$ cat src/rtl/pcs_rx_ext.sv
// 1000BASE-X PCS receive FSM with 3-symbol lookahead: EPD detection, carrier extension, RX_ER, statistics.
// A symbol sampled on SUDI edge k reaches the GMII outputs after SUDI edge k+3; SUDI=0 holds pipeline, FSM and outputs.
module pcs_rx_ext #(
   parameter int LEN_W   = 14,
   parameter int MAX_LEN = 1518,
   parameter int CNT_W   = 16,
   parameter bit EXT_EN  = 1'b1
) (
   input  logic             clk,
   input  logic             rst,
   input  logic             sync_status,
   input  logic             SUDI,
   input  logic [7:0]       rx_byte,
   input  logic             rx_is_k,
   input  logic             rx_cerr,
   input  logic             rx_even,
   output logic [7:0]       RXD,
   output logic             RX_DV,
   output logic             RX_ER,
   output logic             RX_CLK,
   output logic [LEN_W-1:0] rx_len,
   output logic             len_err,
   output logic [CNT_W-1:0] frame_cnt,
   output logic [CNT_W-1:0] err_cnt,
   output logic [CNT_W-1:0] fc_cnt
);
   localparam logic [7:0]     K28_5 = 8'hBC;
   localparam logic [7:0]     K_S   = 8'hFB;
   localparam logic [7:0]     K_T   = 8'hFD;
   localparam logic [7:0]     K_R   = 8'hF7;
   localparam logic [7:0]     K_V   = 8'hFE;
   localparam logic [LEN_W:0] MAX_L = (LEN_W+1)'(MAX_LEN);

   typedef struct packed {
      logic [7:0] dat;
      logic       k;
      logic       cerr;
      logic       even;
      logic       vld;
   } sym_t;

   typedef enum logic [2:0] {
      WAIT_FOR_K, RX_K, IDLE_D, RECEIVE, FALSE_CARRIER, TRI_RRI
   } state_t;

   sym_t             s2, s1, s0;
   state_t           state, state_n;
   logic             ext_flag, err_seen;
   logic [LEN_W-1:0] len_cnt;
   logic             step, t_r, err_sym;
   logic [7:0]       rxd_n;
   logic             dv_n, er_n;
   logic             len_clr, len_inc, frm_end, fc_inc, err_inc, ext_set, ext_clr;

   function automatic logic is_kc(input sym_t s, input logic [7:0] c);
      return s.vld && s.k && !s.cerr && (s.dat == c);
   endfunction

   function automatic logic is_d(input sym_t s);
      return s.vld && !s.k && !s.cerr;
   endfunction

   function automatic logic [CNT_W-1:0] sat_inc(input logic [CNT_W-1:0] v);
      return (&v) ? v : v + 1'b1;
   endfunction

   assign RX_CLK  = clk;
   assign step    = SUDI && s0.vld;
   assign t_r     = is_kc(s0, K_T) && is_kc(s1, K_R);
   assign err_sym = s0.cerr || (s0.k && s0.dat == K_V);

   always_ff @(posedge clk or posedge rst) begin
      if (rst) begin
         s2 <= '0;
         s1 <= '0;
         s0 <= '0;
      end else if (SUDI) begin
         s0 <= s1;
         s1 <= s2;
         s2 <= {rx_byte, rx_is_k, rx_cerr, rx_even, 1'b1};
      end
   end

   always_comb begin
      state_n = state;
      rxd_n   = '0;
      dv_n    = 1'b0;
      er_n    = 1'b0;
      len_clr = 1'b0;
      len_inc = 1'b0;
      frm_end = 1'b0;
      fc_inc  = 1'b0;
      err_inc = 1'b0;
      ext_set = 1'b0;
      ext_clr = 1'b0;
      case (state)
         WAIT_FOR_K: begin
            if (is_kc(s0, K28_5) && s0.even) state_n = RX_K;
         end
         RX_K: begin
            state_n = is_d(s0) ? IDLE_D : WAIT_FOR_K;
         end
         IDLE_D: begin
            if (is_kc(s0, K28_5)) begin
               state_n = RX_K;
            end else if (is_kc(s0, K_S)) begin
               state_n = RECEIVE;
               rxd_n   = 8'h55;
               dv_n    = 1'b1;
               len_clr = 1'b1;
            end else begin
               state_n = FALSE_CARRIER;
               rxd_n   = 8'h0E;
               er_n    = 1'b1;
               fc_inc  = 1'b1;
            end
         end
         FALSE_CARRIER: begin
            if (is_kc(s0, K28_5)) begin
               state_n = RX_K;
            end else begin
               rxd_n = 8'h0E;
               er_n  = 1'b1;
            end
         end
         RECEIVE: begin
            if (t_r && is_kc(s2, K28_5)) begin
               state_n = TRI_RRI;
               frm_end = 1'b1;
               ext_clr = 1'b1;
            end else if (t_r && is_kc(s2, K_R)) begin
               state_n = TRI_RRI;
               frm_end = 1'b1;
               ext_set = EXT_EN;
            end else if (is_kc(s0, K28_5) && is_d(s1)) begin
               // early end: frame cut by idle without /T/
               state_n = RX_K;
               er_n    = 1'b1;
               err_inc = 1'b1;
            end else if (err_sym || (is_kc(s0, K_T) && !is_kc(s1, K_R))) begin
               rxd_n   = s0.dat;
               dv_n    = 1'b1;
               er_n    = 1'b1;
               err_inc = 1'b1;
            end else if (is_d(s0)) begin
               rxd_n   = s0.dat;
               dv_n    = 1'b1;
               len_inc = 1'b1;
            end
         end
         TRI_RRI: begin
            if (is_kc(s0, K_T)) begin
               state_n = TRI_RRI;
            end else if (is_kc(s0, K_R)) begin
               if (ext_flag && is_kc(s1, K_R)) begin
                  rxd_n = 8'h0F;
                  er_n  = 1'b1;
               end
            end else if (is_kc(s0, K28_5)) begin
               state_n = RX_K;
               ext_clr = 1'b1;
            end else begin
               state_n = WAIT_FOR_K;
               ext_clr = 1'b1;
            end
         end
         default: state_n = WAIT_FOR_K;
      endcase
   end

   always_ff @(posedge clk or posedge rst) begin
      if (rst) begin
         state     <= WAIT_FOR_K;
         RXD       <= '0;
         RX_DV     <= 1'b0;
         RX_ER     <= 1'b0;
         ext_flag  <= 1'b0;
         err_seen  <= 1'b0;
         len_cnt   <= '0;
         rx_len    <= '0;
         len_err   <= 1'b0;
         frame_cnt <= '0;
         err_cnt   <= '0;
         fc_cnt    <= '0;
      end else if (!sync_status) begin
         state    <= WAIT_FOR_K;
         RXD      <= '0;
         RX_DV    <= 1'b0;
         RX_ER    <= 1'b0;
         ext_flag <= 1'b0;
      end else if (step) begin
         state <= state_n;
         RXD   <= rxd_n;
         RX_DV <= dv_n;
         RX_ER <= er_n;
         if (ext_set) ext_flag <= 1'b1;
         else if (ext_clr) ext_flag <= 1'b0;
         if (len_clr) begin
            len_cnt  <= '0;
            err_seen <= 1'b0;
         end else if (len_inc && !(&len_cnt)) begin
            len_cnt <= len_cnt + 1'b1;
         end
         if (frm_end) begin
            rx_len    <= len_cnt;
            len_err   <= ({1'b0, len_cnt} > MAX_L);
            frame_cnt <= sat_inc(frame_cnt);
         end
         if (fc_inc) fc_cnt <= sat_inc(fc_cnt);
         // errored frames are counted once, however many bad octets they carry
         if (err_inc && !err_seen) begin
            err_cnt  <= sat_inc(err_cnt);
            err_seen <= 1'b1;
         end
      end
   end
endmodule
$ cat config.mk
export PLATFORM = sky130hd
export DESIGN_NAME = pcs_rx_ext
export DESIGN_NICKNAME = d
export VERILOG_FILES = /design/src/rtl/pcs_rx_ext.sv
export SDC_FILE = /design/constraint.sdc
export NUM_CORES = 1
export LEC_CHECK = 0
export CAP_MARGIN = 25
export CORE_UTILIZATION = 35
export CTS_CLUSTER_SIZE = 12
export DETAILED_ROUTE_END_ITERATION = 10
export PLACE_DENSITY = 0.6
export SYNTH_ARGS = -nofsm -noshare
export SYNTH_HDL_FRONTEND = slang
export SYNTH_SLANG_ARGS = --single-unit
$ cat constraint.sdc
create_clock -name clk -period 5.2 [get_ports clk]
set_input_delay 0.52 -clock clk [delete_from_list [all_inputs] [get_ports clk]]
set_output_delay 0.52 -clock clk [all_outputs]
set_load 0.05 [all_outputs]
==> summary.md, run 1 <==
| Metric | Value |
|---|---|
| Outcome | completed |
| Die height | 133 microns |
| R2R setup slack | 2.50 ns |
| DRC Markers | 0 |
| Final WL | 13.6 mm |
| Via/cell ratio | 5.23 |
| Die W | 133 microns |
| R2R depth | 6 |
| Rows | 47 |
| Post-synthesis net count | 566 |
| Startpoint Class | clock port |
| Final Hold Viols | 0 |
| Core area | 16,600 sq um |
| Reg2Reg Launch Point | s0[2]$_DFFE_PP0P_ |
| Post-DP HPWL | 9.63 mm |
| Async S/R FF share, synth | 100% |
| GRT Util Overall | 16.4% |
| Vias in the first global route | 4,443 |
| Initial Utilization | 36.0% |
| Post-synth cell types | 59 |
| Initial antenna violation count | 0 |
| First-pass GRT wire length | 22.7 mm |
| Pwr/cell area | 327 nW/um^2 |
| Routed Antenna Nets | 0 |
| Post-layout nets | 663 |
| CTS tree | built |
| Mapped Cells | 546 |
| Hold Buf Count CTS | 0 |
| Relative slew slack | 39.9% |
| FF+latch count, synth | 128 |
| Crit Path Max Fanout | 2 |
| Avg Synthesized Cell Area | 11.0 sq um |
| Setup crit end kind | primary output |
| Initial DRC Count | 246 |
| Hold crit path type | in -> async |
| Reg2reg end | frame_cnt[11]$_DFFE_PP0P_ |
| Post-synth EDFFs | 0 |
| # IOs | 89 |
| N_diodes | 0 |
| Share of cells above drive strength 1 | 15.2% |
| Endpoints failing setup | 0 |
| Cell taking the most area after synthesis | dfrtp_1 |
| RSZ-0062 raised after global routing | false |
| P&R area growth vs syn | 29.4% |
| Post-CTS Resized | 0 |
| Die area | 17,700 sq um |
| Max-cap viol count | 0 |
| Worst-margin pin slew | 0.896 ns |
| Largest net degree at the start of global routing | 58 |
| Synthesized cell area | 6000 sq um |
| Ys flop type | dfrtp_1 |
| Ranking of synthesized cells by area | dfrtp_1 (53%), mux2_2 (9.2%), xor2_1 (4.8%), nand2_1 (3.4%), xnor2_1 (2.6%) |
| WL/cell | 15.6 microns |
| Setup bufs post-CTS | 0 |
| Static Leakage | 3.37 nW |
| Total grt overflow | 0 |
| Count of pins over their slew limit | 0 |
| Seq/Total Area, Yosys | 53.4% |
| Setup CP Type | clk -> out |
| Arr. time, crit path | 3.54 ns |
| Clk slew on worst S/H paths | 0.06 ns |
| Worst vdd ir | 0.259 mV |
| Yosys top cell area share | 53.4% |
| Pwr Total | 0.00254 W |
| Total negative slack | 0 ns |
| Initial DRT Pass Iterations | 5 |
| PortBufs | 88 |
| Placer Congestion | 0.877 |
| Clock skew | 0.00800 ns |
| Vias | 4,559 |
| Ys Warns | 0 |
| Clk Latency, worst-skew pair | 0.53 ns |
| Worst Path Required | 4.68 ns |
-- layout by cell type, fill, tap and decap left out, types with 2 or more instances in the layout --
| cell | n |
|---|---|
| dfrtp_1 | 128 |
| clkdlybuf4s50_1 | 88 |
| nand2_1 | 55 |
| mux2_2 | 49 |
| nor2_1 | 33 |
| xor2_1 | 33 |
| nand3_1 | 27 |
| nor3_1 | 23 |
| nand4_1 | 20 |
| clkbuf_16 | 20 |
| xnor2_1 | 18 |
| o21ai_0 | 16 |
| inv_1 | 12 |
| a21oi_1 | 12 |
| or3_1 | 9 |
| and3_1 | 8 |
| nor4_1 | 6 |
| nor2b_1 | 5 |
| ha_1 | 5 |
| clkbuf_8 | 5 |
| buf_4 | 5 |
| nor4b_1 | 4 |
| and4_1 | 4 |
| nand2b_1 | 4 |
| nand4b_1 | 4 |
| and2_1 | 4 |
| a22o_1 | 4 |
| a31oi_1 | 3 |
| or4_1 | 3 |
| or2_2 | 3 |
| a221o_1 | 3 |
| clkinv_2 | 3 |
| or4b_1 | 2 |
| a211o_1 | 2 |
| a41o_1 | 2 |
| o22ai_1 | 2 |
| o21bai_1 | 2 |
| bufinv_16 | 2 |
-- flip-flops by register name (all words and copies together) (netlist names) --
register	flops
len_cnt	14
err_seen	1
frame_cnt	16
rx_len	14
s2	12
s0	12
state	3
RX_DV	1
RX_ER	1
fc_cnt	16
s1	12
ext_flag	1
len_err	1
err_cnt	16
RXD	8
-- worst max-delay path, cell delays in order --
cell	delay (ns)
clkbuf_16	0.12
clkbuf_16	0.13
clkdlybuf4s50_1	0.69
-- layer usage --
layer	share of wire, %	global-route usage [%]	vias to the layer above
li1	-	-	2163
met4	1.8	7.92	0
met2	47	25.3	123
met5	0	0	-
met1	47	21.5	2250
met3	4.5	4.18	23
-- cells in the mapped netlist, drive strengths merged, types with 2 or more instances --
| cell type | count |
|---|---|
| a41o | 2 |
| or4 | 3 |
| xor2 | 33 |
| nand2 | 55 |
| dfrtp | 128 |
| inv | 13 |
| nor3 | 24 |
| nor2 | 34 |
| nand4 | 21 |
| and2 | 4 |
| nand4b | 4 |
| nor4b | 4 |
| nand3 | 27 |
| a21oi | 13 |
| o31ai | 2 |
| nand2b | 4 |
| or3 | 9 |
| and4 | 4 |
| clkbuf | 10 |
| a211o | 2 |
| o21bai | 2 |
| or4b | 3 |
| xnor2 | 18 |
| mux2 | 49 |
| o21ai | 16 |
| or2 | 3 |
| a22o | 4 |
| o22ai | 2 |
| nor2b | 5 |
| a31oi | 3 |
| buf | 8 |
| and3 | 8 |
| a221o | 3 |
| ha | 5 |
| and4b | 2 |
| a211oi | 2 |
| nor4 | 7 |
-- where the power goes --
| part | internal (W) | total (W) | switching (W) | leakage [nW] |
|---|---|---|---|---|
| clock network | 0.000866 | 0.00132 | 0.000457 | 0.326 |
| registers | 0.00104 | 0.00109 | 0.0000492 | 1.69 |
| logic | 0.0000611 | 0.000130 | 0.0000687 | 1.36 |
| total | 0.00196 | 0.00254 | 0.000575 | 3.37 |
-- worst max-delay path by stage --
stage	start	endpoint	slack, ns	cells past startpoint
floorplan	rst	RXD[0]$_DFFE_PP0P_	1.27	1
global placement	clk	RX_CLK	1.41	1
detailed placement	clk	RX_CLK	1.41	1
CTS	clk	RX_CLK	1.13	3
global route	clk	RX_CLK	1.13	3
finish	clk	RX_CLK	1.14	3
-- kinds of logic after synthesis --
group,after synthesis,synth area share (%)
AND/OR/NAND/NOR,222,19.8
adder cells (fa/ha/maj),5,1.04
XOR/XNOR,51,7.45
flip-flops,128,53.4
multiplexers,49,9.20
buffers and inverters,31,2.19
AO/OA/AOI/OAI,60,6.90
-- final cells by class --
type	count	area, sq um
fill	1517	8880
sequential	128	3200
tap	220	275
inverter	13	51.3
clock inverter	6	82.6
clock buffer	26	579
timing repair buffer	92	908
multi-input combinational	387	2670
-- per-stage QoR --
step | cell area (sq um) | utilization (%) | cells | setup WS [ns] | hold WS (ns)
after floorplan | 6000 | - | 546 | 1.27 | 0.454
after detailed placement | 7110 | 42.7 | 840 | 1.41 | 0.471
final | 7760 | 46.7 | 872 | 1.14 | 0.323
after global placement | 7110 | 42.7 | 840 | 1.41 | 0.470
after CTS | 7760 | 46.6 | 871 | 1.13 | 0.326
after global routing | 7760 | 46.7 | 872 | 1.13 | 0.336
(Power assumes the default switching activity.)
==> run 2: changes to the inputs <==
--- a/config.mk
+++ b/config.mk
@@ -9,7 +9,7 @@
 export CORE_UTILIZATION = 35
 export CTS_CLUSTER_SIZE = 12
 export DETAILED_ROUTE_END_ITERATION = 10
-export PLACE_DENSITY = 0.6
+export PLACE_DENSITY = 0.62
 export SYNTH_ARGS = -nofsm -noshare
 export SYNTH_HDL_FRONTEND = slang
 export SYNTH_SLANG_ARGS = --single-unit
==> constraint.sdc (replaced) <==
create_clock -name clk -period 3.72 [get_ports clk]
set_input_delay 0.372 -clock clk [delete_from_list [all_inputs] [get_ports clk]]
set_output_delay 0.372 -clock clk [all_outputs]
set_load 0.05 [all_outputs]
==> summary.md, run 2 (synthesis gave the netlist of run 1 again) <==
| Metric | Value |
|---|---|
| Post-DP HPWL | 9.70 mm (+0.72%) |
| Post-CTS Resized | 0 (unchanged) |
| Initial antenna violation count | 0 (unchanged) |
| Relative slew slack | 38.3% (-1.6 points) |
| Initial DRC Count | 334 (+36%) |
| Sequential group share of total power | 41.0% (-1.8 points) |
| DRC Markers | 0 (unchanged) |
| Largest stage delay, worst path | 0.69 ns (about the same) |
| Total negative slack | 0 ns (unchanged) |
| Vias | 4,603 (+0.97%) |
| Core area | 16,600 sq um (unchanged) |
| # IOs | 89 (unchanged) |
| Endpoints failing setup | 0 (unchanged) |
| WL/cell | 15.8 microns (+1.0%) |
| Die area | 17,700 sq um (unchanged) |
| Startpoint Class | clock port |
| Worst path cell trace | clkbuf_16, clkbuf_16, clkdlybuf4s50_1 |
| CTS tree | built |
| Worst vdd ir | 0.419 mV (+62%) |
| N_diodes | 0 (unchanged) |
| Arr. time, crit path | 2.80 ns (-0.74 ns) |
| Total grt overflow | 0 (unchanged) |
| Worst Path Required | 3.35 ns (-1.33 ns) |
| GRT Util Overall | 16.7% (+0.32 points) |
| Clk Latency, worst-skew pair | 0.53 ns (about the same) |
| Routed Antenna Nets | 0 (unchanged) |
| Die height | 133 microns (unchanged) |
| PortBufs | 88 (unchanged) |
| Final WL | 13.8 mm (+1.4%) |
| Outcome | completed |
| Setup bufs post-CTS | 0 (unchanged) |
| Worst-margin pin slew | 0.921 ns (+0.0246 ns) |
| Setup CP Type | clk -> out |
| Pwr Total | 0.00370 W (+46%) |
| Count of pins over their slew limit | 0 (unchanged) |
| RSZ-0062 raised after global routing | false |
| Internal Power | 0.00288 W (+47%) |
| Clock share of power | 54.1% (+2.0 points) |
| Hold Buf Count CTS | 0 (unchanged) |
| Clock skew | 0.00740 ns (-0.000599 ns) |
| Hold crit path type | in -> async |
| Largest net degree at the start of global routing | 129 (+120%) |
| Via/cell ratio | 5.26 (+0.62%) |
| Pwr/cell area | 472 nW/um^2 (+44%) |
| Clk slew on worst S/H paths | 0.06 ns (about the same) |
| Final Hold Viols | 0 (unchanged) |
| Post-layout nets | 662 (-0.15%) |
| Initial DRT Pass Iterations | 5 (unchanged) |
| Top flop regs | err_cnt: 16 flops, fc_cnt: 16 flops, frame_cnt: 16 flops |
| Die W | 133 microns (unchanged) |
| Static Leakage | 3.39 nW (+0.57%) |
| Crit Path Max Fanout | 2 (unchanged) |
| Max-cap viol count | 0 (unchanged) |
| Switching pwr | 0.000821 W (+43%) |
| Share of cells above drive strength 1 | 15.3% (+0.083 points) |
| Fillcell total | 1,521 (+0.26%) |
| P&R area growth vs syn | 30.6% |
| Initial Utilization | 36.0% (unchanged) |
| Most frequent cells in the layout | dfrtp_1 (128), clkdlybuf4s50_1 (88), nand2_1 (55), mux2_2 (49) |
| Most common cell after layout, fill and taps aside | dfrtp_1 |
| Placer Congestion | 0.843 (-3.9%) |
| Vias in the first global route | 4,640 (+4.4%) |
| Most used cell, CP | clkbuf_16 |
| Setup crit end kind | primary output |
| Sw Ratio | 22.2% (-0.47 points) |
| Slowest stage cell, crit path | clkdlybuf4s50_1 |
| Rows | 47 (unchanged) |
| First-pass GRT wire length | 23.3 mm (+2.4%) |
| Comb pwr share | 4.9% (-0.2 points) |
## run 2: cell count changes in the layout (fill, tap and decap cells not counted), moves of 2 or more
cell / previous run / this run
bufinv_16: 2 / 4
clkinvlp_4: 1 / 3
clkbuf_1: 0 / 2
buf_4: 5 / 3
## run 2: area by class of cell
cell class / count / area, sq um / area share, %
clock inverter: 9 / 154 / 1.96
tap: 220 / 275 / 3.51
sequential: 128 / 3200 / 40.9
clock buffer: 27 / 573 / 7.31
timing repair buffer: 91 / 913 / 11.7
inverter: 13 / 52.6 / 0.671
multi-input combinational: 387 / 2670 / 34.0
## run 2: layer usage
metal  wire length (microns)  global-route usage (%)  up-vias
met4                     219                    6.32        0
met3                     687                    4.33       21
met5                       0                       0        -
li1                        -                       -     2157
met1                    6310                    21.4     2299
met2                    6590                    27.1      126
## run 2: final timing paths
kind                                         from                      to  slack, ns  cells past startpoint
setup reg to reg                s0[2]$_DFFE_PP0P_  err_cnt[1]$_DFFE_PP0P_       1.02                      6
setup / recovery                              clk                  RX_CLK       0.55                      3
hold / removal                                rst   fc_cnt[2]$_DFFE_PP0P_       0.38                      3
max in group asynchronous                     rst    state[2]$_DFFE_PP0P_       2.83                      3
hold reg to reg            rx_len[13]$_DFFE_PP0P_  rx_len[13]$_DFFE_PP0P_       0.48                      2
min in group clk                          rx_even       s2[1]$_DFFE_PP0P_       0.46                      2
## run 2: power by group through the flow
stage	clock, W	combinational, W	sequential (W)
floorplan	0.0000580	0.000138	0.00152
finish	0.00200	0.000180	0.00152
detailed placement	0.0000620	0.000183	0.00154
global route	0.00212	0.000202	0.00153
global placement	0.0000620	0.000180	0.00154
CTS	0.00205	0.000184	0.00152
## run 2: per-stage QoR
stage	hold slack [ns]	instances	util (%)	area, sq um	worst slack, ns
6_report	0.382	875	47.1	7840	0.552
5_1_grt	0.453	875	47.1	7840	0.543
4_1_cts	0.421	875	47.1	7840	0.546
3_5_place_dp	0.471	840	42.8	7120	0.816
3_3_place_gp	0.466	840	42.8	7120	0.816
2_1_floorplan	0.454	546	-	6000	1.30
## run 2: worst max-delay path, delay by kind of cell
kind                   cells  cell delay, ns
buffers and inverters      3            0.94
